===== src/rtl/sprite_motion.sv =====
// Per-sprite offset animator: a frame tick from a synchronised vsync drives
// independent delay/move/loop/bounce channels, each reconfigurable by a write strobe.

module sprite_motion_lane #(
  parameter int POS_W = 12,
  parameter int CNT_W = 8
) (
  input  logic                    clk,
  input  logic                    rst_n,
  input  logic                    tick,
  input  logic                    we,
  input  logic signed [POS_W-1:0] cfg_hstart,
  input  logic signed [POS_W-1:0] cfg_vstart,
  input  logic signed [POS_W-1:0] cfg_hstep,
  input  logic signed [POS_W-1:0] cfg_vstep,
  input  logic [CNT_W-1:0]        cfg_delay,
  input  logic [CNT_W-1:0]        cfg_frames,
  input  logic [1:0]              cfg_mode,
  output logic signed [POS_W-1:0] hoff,
  output logic signed [POS_W-1:0] voff,
  output logic                    busy,
  output logic                    done
);
  localparam logic [1:0] S_IDLE  = 2'd0;
  localparam logic [1:0] S_DELAY = 2'd1;
  localparam logic [1:0] S_MOVE  = 2'd2;
  localparam logic [1:0] S_DONE  = 2'd3;

  localparam logic [1:0] M_LOOP   = 2'd1;
  localparam logic [1:0] M_BOUNCE = 2'd2;
  localparam logic [1:0] M_HOLD   = 2'd3;

  logic [1:0]              st, mode;
  logic [CNT_W-1:0]        cnt, frames;
  logic signed [POS_W-1:0] hstart, vstart, hstep, vstep;
  logic signed [POS_W-1:0] hnext, vnext;

  assign hnext = hoff + hstep;
  assign vnext = voff + vstep;
  assign busy  = (st == S_DELAY) || (st == S_MOVE);

  always_ff @(posedge clk or negedge rst_n) begin
    if (!rst_n) begin
      st     <= S_IDLE;
      mode   <= 2'd0;
      cnt    <= '0;
      frames <= '0;
      hstart <= '0;
      vstart <= '0;
      hstep  <= '0;
      vstep  <= '0;
      hoff   <= '0;
      voff   <= '0;
      done   <= 1'b0;
    end else begin
      done <= 1'b0;
      // A write wins over a coincident tick: start offsets load, no step applied.
      if (we) begin
        hoff   <= cfg_hstart;
        voff   <= cfg_vstart;
        hstart <= cfg_hstart;
        vstart <= cfg_vstart;
        hstep  <= cfg_hstep;
        vstep  <= cfg_vstep;
        mode   <= cfg_mode;
        frames <= cfg_frames;
        if (cfg_mode == M_HOLD || cfg_frames == '0) begin
          st   <= S_DONE;
          done <= 1'b1;
        end else if (cfg_delay != '0) begin
          st  <= S_DELAY;
          cnt <= cfg_delay;
        end else begin
          st  <= S_MOVE;
          cnt <= cfg_frames;
        end
      end else if (tick) begin
        case (st)
          S_DELAY: begin
            if (cnt == CNT_W'(1)) begin
              st  <= S_MOVE;
              cnt <= frames;
            end else begin
              cnt <= cnt - CNT_W'(1);
            end
          end
          S_MOVE: begin
            if (cnt == CNT_W'(1)) begin
              case (mode)
                M_LOOP: begin
                  hoff <= hstart;
                  voff <= vstart;
                  cnt  <= frames;
                end
                M_BOUNCE: begin
                  hoff  <= hnext;
                  voff  <= vnext;
                  hstep <= -hstep;
                  vstep <= -vstep;
                  cnt   <= frames;
                end
                default: begin
                  hoff <= hnext;
                  voff <= vnext;
                  st   <= S_DONE;
                  done <= 1'b1;
                end
              endcase
            end else begin
              hoff <= hnext;
              voff <= vnext;
              cnt  <= cnt - CNT_W'(1);
            end
          end
          default: ;
        endcase
      end
    end
  end
endmodule

module sprite_motion #(
  parameter int NUM_SPRITES = 4,
  parameter int POS_W       = 12,
  parameter int CNT_W       = 8,
  localparam int SEL_W      = (NUM_SPRITES > 1) ? $clog2(NUM_SPRITES) : 1
) (
  input  logic                          CLK100MHZ,
  input  logic                          CPU_RESETN,
  input  logic                          vsync,
  input  logic                          pause,
  input  logic                          cfg_we,
  input  logic [SEL_W-1:0]              cfg_sel,
  input  logic [POS_W-1:0]              cfg_hstart,
  input  logic [POS_W-1:0]              cfg_vstart,
  input  logic [POS_W-1:0]              cfg_hstep,
  input  logic [POS_W-1:0]              cfg_vstep,
  input  logic [CNT_W-1:0]              cfg_delay,
  input  logic [CNT_W-1:0]              cfg_frames,
  input  logic [1:0]                    cfg_mode,
  output logic [NUM_SPRITES*POS_W-1:0]  hoffset,
  output logic [NUM_SPRITES*POS_W-1:0]  voffset,
  output logic [NUM_SPRITES-1:0]        busy,
  output logic [NUM_SPRITES-1:0]        done,
  output logic                          frame_tick
);
  localparam int STAGES = 2;

  logic [2:0]                          vs_sync;
  logic [STAGES:0]                     vld_pipe;
  logic                                tick;
  logic [NUM_SPRITES-1:0][POS_W-1:0]   hoff_l, voff_l;

  // vld_pipe masks edges until the synchroniser has refilled after reset, so a
  // vsync already high at release is not mistaken for a rising edge.
  always_ff @(posedge CLK100MHZ or negedge CPU_RESETN) begin
    if (!CPU_RESETN) begin
      vs_sync    <= '0;
      vld_pipe   <= '0;
      frame_tick <= 1'b0;
    end else begin
      vs_sync    <= {vs_sync[1:0], vsync};
      vld_pipe   <= {vld_pipe[STAGES-1:0], 1'b1};
      frame_tick <= vld_pipe[STAGES] & vs_sync[1] & ~vs_sync[2];
    end
  end

  assign tick = frame_tick & ~pause;

  for (genvar i = 0; i < NUM_SPRITES; i++) begin : g_lane
    sprite_motion_lane #(.POS_W(POS_W), .CNT_W(CNT_W)) u_lane (
      .clk        (CLK100MHZ),
      .rst_n      (CPU_RESETN),
      .tick       (tick),
      .we         (cfg_we && (cfg_sel == SEL_W'(i))),
      .cfg_hstart (cfg_hstart),
      .cfg_vstart (cfg_vstart),
      .cfg_hstep  (cfg_hstep),
      .cfg_vstep  (cfg_vstep),
      .cfg_delay  (cfg_delay),
      .cfg_frames (cfg_frames),
      .cfg_mode   (cfg_mode),
      .hoff       (hoff_l[i]),
      .voff       (voff_l[i]),
      .busy       (busy[i]),
      .done       (done[i])
    );
  end

  assign hoffset = hoff_l;
  assign voffset = voff_l;
endmodule


===== config.mk =====
export PLATFORM = sky130hd
export DESIGN_NAME = sprite_motion
export DESIGN_NICKNAME = d
export VERILOG_FILES = /design/src/rtl/sprite_motion.sv
export SDC_FILE = /design/constraint.sdc
export NUM_CORES = 1
export LEC_CHECK = 0
export ABC_AREA = 1
export CAP_MARGIN = 25
export CORE_ASPECT_RATIO = 0.9
export CORE_UTILIZATION = 40
export DETAILED_ROUTE_END_ITERATION = 6
export GPL_ROUTABILITY_DRIVEN = 0
export GPL_TIMING_DRIVEN = 0
export RECOVER_POWER = 100
export REMOVE_ABC_BUFFERS = 1
export SYNTH_ARGS = -nofsm -noshare
export SYNTH_HDL_FRONTEND = slang
export SYNTH_SLANG_ARGS = --single-unit

===== constraint.sdc =====
create_clock -name CLK100MHZ -period 2.6 [get_ports CLK100MHZ]
set_input_delay 0.52 -clock CLK100MHZ [delete_from_list [all_inputs] [get_ports CLK100MHZ]]
set_output_delay 0.52 -clock CLK100MHZ [all_outputs]
set_load 0.02 [all_outputs]

---- Word level (Yosys, flattened, before mapping) ----
Cells that the tools add are included.
storage, ports and cells
  register bits after elaboration ......... 379
  latch bits .............................. 0
  memory bits (writable) .................. 0
  memory bits (read-only) ................. 0
  bits of input ports ..................... 73
  output and inout bits ................... 105
  word-level logic and storage cells ...... 321
  memories ................................ 0
operators by class
  $add $sub $neg .......................... 20
  $mul .................................... 0
  div/mod/pow operators ................... 0
  order comparisons ....................... 0
  equality and inequality tests ........... 44
  shift-type cells ........................ 0
  multiplexer cells ....................... 153
  bitwise operators ....................... 5
  reductions and logical operators ........ 52
operators with widths
  cell                   count
  $mux W12               80
  $mux W8                22
  $add A12 B12 Y12       8
  $neg A12 Y12           8
  $pmux W8 S2            4
  $mux W2                22
  $ne A3 B2 Y1 const B   12
  $eq A8 B1 Y1 const B   4
  $reduce_and A4 Y1      8
  $reduce_bool A2 Y1     16
  $sub A8 B1 Y8 const B  4
  $eq A2 B2 Y1 const B   11
  $mux W1                21
  $reduce_and A5 Y1      4
  $eq A2 B1 Y1 const B   9
  $ne A4 B3 Y1 const B   4
  $pmux W2 S2            4
  $reduce_bool A3 Y1     4
  $logic_not A8 Y1       1
  $ne A2 B2 Y1 const B   4
  $reduce_and A2 Y1      4
  $reduce_bool A8 Y1     1
  $reduce_or A2 Y1       4
  $logic_or A1 B1 Y1     5
  4 further kinds        10

---- Depth between registers and ports, before layout ----
  depth after elaboration ................. 7
  mapped depth ............................ 11
  depth with buffers taken out ............ 11

---- Cells and area by module ----
Synthesis repeated with hierarchy kept, for this count alone.
unflattened totals
  cell total of the unflattened synthesis .. 3525
  area total of the unflattened synthesis .. 25209.2 µm²
by module, submodules not included
  module                                 instances  cells an instance  area each (µm²)  seq. area each (µm²)
  sprite_motion_lane (g_lane[1].u_lane)  1          879                6266.0           2327.2
  sprite_motion_lane (g_lane[0].u_lane)  1          875                6247.2           2327.2
  sprite_motion_lane (g_lane[3].u_lane)  1          871                6242.2           2327.2
  sprite_motion_lane (g_lane[2].u_lane)  1          880                6229.7           2327.2
  sprite_motion                          1          20                 224.0            175.2

---- Worst setup path after synthesis ----
No wires, ideal clock.
  path kind ............................... reg-to-reg
  from .................................... reg g_lane[1].u_lane.voff[0]
  to ...................................... reg g_lane[1].u_lane.voff[6]
  setup time .............................. 129 ps
  data arrival time ....................... 1762 ps
  required time ........................... 2471 ps
  slack ................................... 709 ps
  stages on the path, launching flop included .. 12
  buffers on the path ..................... 0
  clock period less this slack ............ 1891 ps
  cells stage by stage .................... dfrtp_1 > ha_1 > inv_1 > fa_1 > inv_1 > nand3_1 > nand3_1 > nand2_1 > nand3_1 > nand2_1 > o21ai_0 > nand3_1
on the way
  longest elaborated chain between the ends .. 6
RTL lines
  element                 line  source
  from (decl)             20    output logic signed [POS_W-1:0] voff,
  from (signal assigned)  60    voff <= cfg_vstart;
  from (signal assigned)  92    voff <= vstart;
  from (signal assigned)  97    voff <= vnext;
  $add A12 B12 Y12 *      39    assign vnext = voff + vstep;
  $mux W12                89    case (mode)
  $mux W12 *              88    if (cnt == CNT_W'(1)) begin
  $mux W12 *              78    case (st)
  $mux W12 *              77    end else if (tick) begin
  $mux W12 *              58    if (we) begin
Mark *: on every way between the ends. The rest lies on a longest branch, timed or not. The select of a mux whose other input is x is not followed.
A chain may end at the register's enable or synchronous reset.

---- Worst setup path in the final report ----
  from .................................... reg g_lane[3].u_lane.st[0]
  to ...................................... out busy[3]
on the way
  longest elaborated chain between the ends .. 2
  elaborated cells on any way between the ends .. 3
  classes of those cells .................. 2 x eq/ne; 1 x reduce/logical
RTL lines
  element                                       line  source
  from (decl)                                   33    logic [1:0] st, mode;
  from (signal assigned)                        44    st <= S_IDLE;
  from (signal assigned)                        68    st <= S_DONE;
  from (signal assigned)                        71    st <= S_DELAY;
  $eq A2 B1 Y1 or $eq A2 B2 Y1 (tied branches)  40    assign busy = (st == S_DELAY) || (st == S_MOVE);
  $logic_or A1 B1 Y1 *                          40
  to (decl)                                     143   output logic [NUM_SPRITES-1:0] busy,
Mark *: on every way between the ends. The rest lies on a longest branch, timed or not.

==> flow_summary_export.csv <==
group,metric,value,unit
sta,slew_violations,0,
run,maxCapViolCount,0,
die,rows,85,
die,start_util,40.7,%
die,die_h,237,microns
cells_and_area,post-route-cell-area,28700,sq um
sta,finalCritPeriodShare,96.5,%
drt,dr_total_vias,23036,
critical_path,cpMaxStageDelayCell,"clkdlybuf4s50_1",
critical_path,critPathLaunchType,"flip-flop",
sta,grt_setup_unrepaired,"false",
run_status,status,"complete, no violations",
drt,wl_per_cell,18.3,microns
min_path,hold_class,"flip-flop to flip-flop",
clocking,cts_sinks,379,
clocking,cts_root_buffer,"clkbuf_16",
clocking,cts_buffers,45,
synthesis,synth_edf_count,0,
sta,min_period,2510,ps
die,die-area,62200,sq um
critical_path,crit_path_end_kind,"output pin",
synthesis,ys_seq_area_share,38.8,%
synthesis,synth_common_cells,"1,214 x nand2_1, 426 x inv_1, 379 x dfrtp_1, 307 x nand3_1, 222 x o21ai_0",
synthesis,synth.ff_latch_count,379,
min_path,holdPathStages,0,
clocking,clock_path_buffers,3,
sta,fin_ws,91.5,ps
critical_path,cp_common_cell,"inv_1",
sta,max_clock_freq,399,MHz
critical_path,max_stage_delay,630,ps
synthesis,synth_cells,3485,
placement,io_buffers,177,
critical_path,cp_cell_sequence,"inv_1 -> ha_1 -> inv_1 -> clkdlybuf4s50_1",
cells_and_area,drive_gt1_share,4.02,%
die,fp.dieW,263,microns
critical_path,path_class,"flip-flop to output pin",
drt,drtIter0Drc,2007,
synthesis,yosysUniqueCellTypes,38,
drt,route.detailed.drc,0,
critical_path,crit_family,"buffers and inverters",
placement,pre_cts_slack,-1510,ps
synthesis,async_flop_share,100,%
cells_and_area,syn_to_final_growth,17.1,%
clocking,cts_tree,"done",
sta,finClkSkew,28.7,ps
clocking,h-tree-depth,2,
clocking,clkTransAtPathRegs,60,ps
synthesis,synth_area_per_cell,7.02,sq um
global_routing,grt-ovfl-total,0,
critical_path,reg2reg_to,"g_lane[0].u_lane.hstep[1]",
power_and_ir_drop,power.density,1070,nW/um^2
sta,worstMarginPinSlew,1060,ps
sta,finalHoldViolCount,0,
clocking,clkLatencyLatePin,600,ps
synthesis,synthMostInstantiatedCell,"nand2_1",
synthesis,synth_warnings,0,
critical_path,critical_path_buf_inv_count,3,
drt,postRouteAntennaNets,0,
global_routing,antenna_found_initial,1,
synthesis,synth.top_cell.area_share,38.8,%
global_routing,grt_use_total,25.9,%
synthesis,synth_area,24500,sq um
placement,dp_hpwl,57.2,mm
placement,placed_area,27100,sq um
drt,postRouteWirelength,81.0,mm
global_routing,grt_pass1_wl,124,mm
min_path,min_to,"vld_pipe[1]",
critical_path,crit_arrival,1990,ps
critical_path,required,2080,ps
drt,drt_pass1_iterations,5,
sta,setup_viol,0,
critical_path,reg2reg_setup_slack,210,ps
synthesis,yosysTopAreaCell,"dfrtp_1",
global_routing,grt_start_max_net_pins,106,
synthesis,dominantRegCellSynth,"dfrtp_1",
global_routing,grt_pass1_vias,21013,
min_path,holdCritStartpoint,"vld_pipe[0]",
die,io_pins,178,
critical_path,rr_worst_depth,9,
cells_and_area,final_nets,3821,
critical_path,crit_fanout,3,
cells_and_area,antenna_cells,0,
power_and_ir_drop,peakVddDrop,0.552,mV
die,fp.coreArea,60100,sq um
drt,vias_per_cell,5.19,
power_and_ir_drop,p_leak,0.0149,uW
synthesis,ys_top_cells_by_area,"dfrtp_1 39%, nand2_1 19%, inv_1 6.5%, nand3_1 6.3%, ha_1 6.1%",
sta,max_slew_margin,29.3,%
critical_path,r2r-start,"g_lane[0].u_lane.cnt[2]",
## per-layer routing
| layer | vias up | GRT usage (%) | wire length [microns] |
|---|---|---|---|
| met5 | - | 0 | 0 |
| met4 | 0 | 9.00 | 2510 |
| met3 | 109 | 3.66 | 5430 |
| met2 | 642 | 40.2 | 35700 |
| met1 | 10745 | 36.8 | 37400 |
| li1 | 11540 | - | - |
## cell families (layout without fill, tap and decap cells)
family / count (synthesis) / after routing / synth area share, %
buffers and inverters: 551 / 719 / 8.85
AOI/OAI and AO/OA: 516 / 516 / 11.8
adders and majority gates: 128 / 128 / 6.79
other: 1 / 1 / 0.0153
DFF: 379 / 379 / 38.8
xor gates and xnor gates: 90 / 90 / 3.22
and+or+nand+nor: 1820 / 1821 / 30.6
## how the worst max path moves through the flow
stage / slack (ps) / cells past startpoint / start / end
global placement: -16760 / 1 / CPU_RESETN / g_lane[2].u_lane.hstart[2]
global route: 20 / 4 / g_lane[3].u_lane.st[0] / busy[3]
CTS: 0.5 / 8 / cfg_sel[1] / g_lane[3].u_lane.voff[4]
finish: 90 / 4 / g_lane[3].u_lane.st[0] / busy[3]
detailed placement: -1510 / 9 / cfg_sel[1] / g_lane[3].u_lane.hstep[9]
floorplan: -1290 / 8 / cfg_sel[0] / g_lane[1].u_lane.hoff[2]
## timing repair
item / in CTS / in global routing
resized for setup: 20 / 27
endpoints found under the hold margin: 30 / 0
cloned: 0 / 1
setup endpoints to repair: 177 / 152
pin swaps: 3 / 0
hold buffers: 1 / 0
buffers inserted: 3 / 0
## cells in the final DEF (no fill, tap or decap), types with 19 or more instances in the layout
cell type,instances
o211ai_1,46
o21ai_0,245
nor2_1,201
xor2_1,63
ha_1,120
inv_1,427
xnor2_1,27
clkdlybuf4s50_1,70
nand3_1,307
nand2_1,1208
clkbuf_16,45
dfrtp_1,379
nand4_1,44
dlygate4sd3_1,103
a21oi_1,143
o221ai_1,19
## per-stage QoR
step	TNS, ps	hold slack, ps	util (%)	power [uW]	cells
finish	0	345	47.7	30700	4437
global route	0	368	47.7	33200	4437
CTS	0	350	47.7	31100	4436
detailed placement	-182390	336	45.0	24300	4351
global placement	-7340790	332	44.5	24200	4340
floorplan	-124310	224	-	19400	3380
## sequential cells by signal, indices dropped and copies added (netlist names), 8 cells and up
register              count
g_lane.u_lane.hoff       48
g_lane.u_lane.hstart     48
g_lane.u_lane.hstep      48
g_lane.u_lane.voff       48
g_lane.u_lane.vstart     48
g_lane.u_lane.vstep      48
g_lane.u_lane.cnt        32
g_lane.u_lane.frames     32
g_lane.u_lane.mode        8
g_lane.u_lane.st          8
## where the power goes
| part | switching (uW) | leakage [uW] | internal, uW | total (uW) |
|---|---|---|---|---|
| Clock | 2720 | 0.000751 | 3950 | 6660 |
| Combinational | 8970 | 0.00949 | 5750 | 14700 |
| Sequential | 1750 | 0.00463 | 7550 | 9290 |
| Total | 13400 | 0.0149 | 17200 | 30700 |
## final cells by class
cell class / instances / area [sq um]
fillers: 6019 / 31400
clock inverters: 23 / 278
clock buffers: 58 / 1230
well taps: 783 / 980
flip-flops and latches: 379 / 9480
inverters: 446 / 1710
multi-input cells: 2556 / 12900
repair buffers: 192 / 2050
Power figures use the tool's default switching activity.
